==> config.mk <==
export PLATFORM = sky130hd
export DESIGN_NAME = instr_fetch
export DESIGN_NICKNAME = d
export VERILOG_FILES = /design/src/rtl/instr_fetch.sv
export SDC_FILE = /design/constraint.sdc
export NUM_CORES = 1
export LEC_CHECK = 0
export CAP_MARGIN = 20
export CORE_UTILIZATION = 43
export DETAILED_ROUTE_END_ITERATION = 10
export PLACE_DENSITY = 0.83
export SKIP_LAST_GASP = 1
export SYNTH_ARGS = -nofsm -noshare
export SYNTH_HDL_FRONTEND = slang
export SYNTH_SLANG_ARGS = --single-unit
==> constraint.sdc <==
create_clock -name clk -period 3 [get_ports clk]
set_input_delay 0.6 -clock clk [delete_from_list [all_inputs] [get_ports clk]]
set_output_delay 0.6 -clock clk [all_outputs]
set_load 0.05 [all_outputs]
==> src/rtl/instr_fetch.sv <==
// Instruction fetch unit: issues one-cycle reads, holds the fetched word until consumed,
// follows branches and stops on the halt opcode. Define INSTR_COUNT_EN to add the retired counter.
module instr_fetch (
    input  logic       clk,
    input  logic       reset,
    input  logic       start,
    output logic       imem_rd,
    output logic [9:0] imem_addr,
    input  logic [8:0] imem_data,
    output logic       instr_valid,
    input  logic       instr_ready,
    output logic       TYP,
    output logic [3:0] OP,
    output logic [3:0] operand,
    output logic [9:0] pc,
    input  logic       br_taken,
    input  logic [9:0] br_target,
`ifdef INSTR_COUNT_EN
    output logic       done,
    output logic [15:0] retired
`else
    output logic       done
`endif
);

    localparam int unsigned ADDR_W = 10;
    localparam int unsigned INSTR_W = 9;

    typedef enum logic [2:0] {
        IDLE,
        REQ,
        WAIT,
        HOLD,
        HALT
    } state_e;

    state_e              state_q, state_d;
    logic [ADDR_W-1:0]   pc_q, pc_d;
    logic [INSTR_W-1:0]  ir_q, ir_d;
    logic                consume_c;
    logic                is_halt_c;

    // Halt is TYP=0 with OP=4'b1111; TYP=1 with the same OP is an ordinary instruction.
    assign is_halt_c = ~ir_q[8] && (ir_q[7:4] == 4'hF);
    assign consume_c = (state_q == HOLD) && instr_ready;

    always_ff @(posedge clk) begin
        if (reset) begin
            state_q <= IDLE;
            pc_q    <= '0;
            ir_q    <= '0;
        end else begin
            state_q <= state_d;
            pc_q    <= pc_d;
            ir_q    <= ir_d;
        end
    end

    always_comb begin
        state_d = state_q;
        pc_d    = pc_q;
        ir_d    = ir_q;
        case (state_q)
            IDLE: begin
                if (start) state_d = REQ;
            end
            REQ: begin
                state_d = WAIT;
            end
            WAIT: begin
                ir_d    = imem_data;
                state_d = HOLD;
            end
            HOLD: begin
                if (instr_ready) begin
                    if (is_halt_c) begin
                        state_d = HALT;
                    end else begin
                        pc_d    = br_taken ? br_target : pc_q + ADDR_W'(1);
                        state_d = REQ;
                    end
                end
            end
            HALT: begin
                state_d = HALT;
            end
            default: begin
                state_d = IDLE;
            end
        endcase
    end

    // Every output comes from a register or a state decode; no input reaches an output.
    always_comb begin
        imem_rd     = (state_q == REQ);
        imem_addr   = pc_q;
        instr_valid = (state_q == HOLD);
        done        = (state_q == HALT);
        TYP         = ir_q[8];
        OP          = ir_q[7:4];
        operand     = ir_q[3:0];
        pc          = pc_q;
    end

`ifdef INSTR_COUNT_EN
    logic [15:0] retired_q, retired_d;

    always_comb begin
        retired_d = retired_q;
        if (consume_c && (retired_q != 16'hFFFF)) retired_d = retired_q + 16'(1);
    end

    always_ff @(posedge clk) begin
        if (reset) retired_q <= '0;
        else       retired_q <= retired_d;
    end

    assign retired = retired_q;
`else
    logic unused_consume;
    assign unused_consume = consume_c;
`endif

endmodule

==> out/results.tsv <==
metric	value	unit
status	complete, no violations	
gp_congestion	0.8276	
reg2reg_from	state_q[1]	
whs_path_depth	2	
worstSetupEndpointType	output pin	
cts_buffer_depth	2	
area_growth_syn_to_layout	44.58	%
place_ws	0.7014	ns
start_kind	flop	
cts_tree	yes	
hold_violations	0	
dieArea	2982	um2
ir_drop	281.9	uV
busiest_layer	met2	
fin_crit_sh	81.52	%
hp-class	flop to flop	
core	2545	um2
ys_seq_area_share	37.01	%
die_h	54.61	um
synthSimpleGateAreaFrac	25.66	%
p_seq_share	44.7	%
maxSlewHeadroom	42.85	%
cp-startpoint	state_q[1]	
grt_pass1_vias	1022	
synth_cell_types	37	
rr_endpoint	ir_q[4]	
rsz0062_at_grt	false	
syn_nets	169	
post_cts_buffers	0	
switching_share	28.25	%
die_w	54.61	um
power.density	415.5	nW/um2
ys.flop_type	dfxtp_1	
final-seq-area	440.4	um2
worstRegToRegCells	3	
synth-compound-area-share	18.61	%
ys_ff_latch	22	
crit_required	2.40	ns
fillers	213	
hold_end	ir_q[0]	
drive_gt1_share	5.405	%
ys_top_cells_by_count	22 x dfxtp_1, 22 x nor2_1, 12 x nand2_1	
p_sw	0.0002019	W
drtAntennaViolNets	0	
vias	1182	
drc_errors	0	
ys_warn_count	0	
period_minus_slack	2.446	ns
synth_top_family_by_area	simple AND/OR/NAND/NOR gates	
clock_sinks	22	
grt_pass1_wl	4540	um
fin_cells	215	
syn_area_per_cell	8.263	um2
cp.arrival	1.85	ns
rows	18	
initial_core_util	46.76	%
grtUsageMet2	33.94	%
tightestPinTransition	0.8546	ns
h-tree-depth	1	
insertion_delay	0.31	ns
setup_viol_count_final	0	
numCtsBuffers	3	
synth-edff-count	0	
clk_pin_slew	0.13	ns
grtUsageMet3	3.611	%
drtIter0Drc	37	
p_int	0.0005129	W
place_inst	211	
synth_area	1190	um2
ys_async_sr_fraction	0	%
ctsResizeCount	0	
r2r_slack	1.32	ns
grt_util_all_layers	20.75	%
num_io_pins	56	
drt_pre_antenna_iters	4	
synthMuxAreaShare	8.412	%
setup_slack	0.5544	ns
overflow	0	
synthXorXnorAreaFrac	0	%
finClkSkew	0.003671	ns
yosys.area.top_type	dfxtp_1	
num-nets-final	211	
totalPowerFinal	0.0007148	W
hpwl	2042	um
routed_via_density	5.498	
setup-tns-final	0	ns
multi_input_area	639.4	um2
leakagePower	0.6124	nW
netlist_instances	144	
synth_top_cell_area_share	37.01	%
crit_fanout	8	
holdCritStartpoint	ir_q[0]	
wirelength	2926	um
fmax	0.4089	GHz
maxCapViolCount	0	
synthAdderAreaFrac	1.052	%
antenna_found_initial	0	
grt_max_degree	28	
synth_area_leaders	dfxtp_1 37%, mux2i_1 8.4%, nor2_1 6.9%	
clockRootBuffer	clkbuf_4	
wl_per_cell	13.61	um
share_comb_of_total_power	23.0	%
io_buffers	55	
worstSetupPathType	flop to output pin	
use_met1	26.89	%
p_clk_share	32.2	%
final_max_slew_viol_count	0	
hold_buffers	0	
diodes	0	
-- layer usage --
layer / wire length [um] / part of all wire (%)
met1: 1354 / 46
met5: 0 / 0
met4: 34 / 1.2
met2: 1404 / 48
met3: 133 / 4.5
-- metrics by stage --
stage | util, % | area [um2] | hold WS, ns
final | 67.60 | 1720 | 0.5131
after global routing | 67.60 | 1720 | 0.5351
after CTS | 67.60 | 1720 | 0.5194
after detailed placement | 65.54 | 1668 | 0.4888
after global placement | 65.54 | 1668 | 0.4765
after floorplan | - | 1190 | 0.5104
-- worst max path at each step --
stage                        end  cells past startpoint
floorplan                imem_rd                      1
global placement    imem_addr[6]                      4
detailed placement  imem_addr[5]                      5
CTS                  instr_valid                      3
global route             imem_rd                      2
finish               instr_valid                      3
-- critical path: stages, from the launching register on --
cell             delay [ns]
dfxtp_1                0.49
nand2_1                0.10
nor2_1                 0.13
clkdlybuf4s50_1        0.82
-- registers in the layout (all words and copies together), names as in the netlist --
signal	count
imem_addr	10
ir_q	9
state_q	3
-- area by class of cell --
cell class | instances | share of cell area [%]
Tap cell | 30 | 2.182
Clock buffer | 3 | 1.309
Sequential cell | 22 | 25.60
Clock inverter | 1 | 1.745
Multi-Input combinational cell | 104 | 37.16
Timing Repair Buffer | 55 | 32.00
-- cell families after synthesis --
| logic type | Yosys count |
|---|---|
| adders and majority gates | 1 |
| AOI/OAI and AO/OA | 34 |
| and+or+nand+nor | 59 |
| DFF | 22 |
| muxes | 10 |
| buffers and inverters | 18 |
-- cells in the final DEF (no fill, tap or decap), drive strengths merged, types with 3 or more instances in the layout --
| master | Yosys | final |
|---|---|---|
| a21oi | 11 | 11 |
| a31oi | 5 | 5 |
| and4 | 3 | 3 |
| clkbuf | 4 | 3 |
| clkdlybuf4s50 | 0 | 55 |
| dfxtp | 22 | 22 |
| mux2i | 10 | 10 |
| nand2 | 12 | 12 |
| nand3 | 5 | 5 |
| nor2 | 22 | 22 |
| o21ai | 8 | 8 |
-- power by group through the flow --
stage	logic [W]	clock network [W]	registers, W
detailed placement	0.000164	0	0.000326
CTS	0.000166	0.000235	0.000320
finish	0.000165	0.000230	0.000320
global route	0.000176	0.000252	0.000322
global placement	0.000162	0	0.000325
floorplan	0.0000695	0	0.000357
No activity file was read; power rests on OpenSTA's default activity.
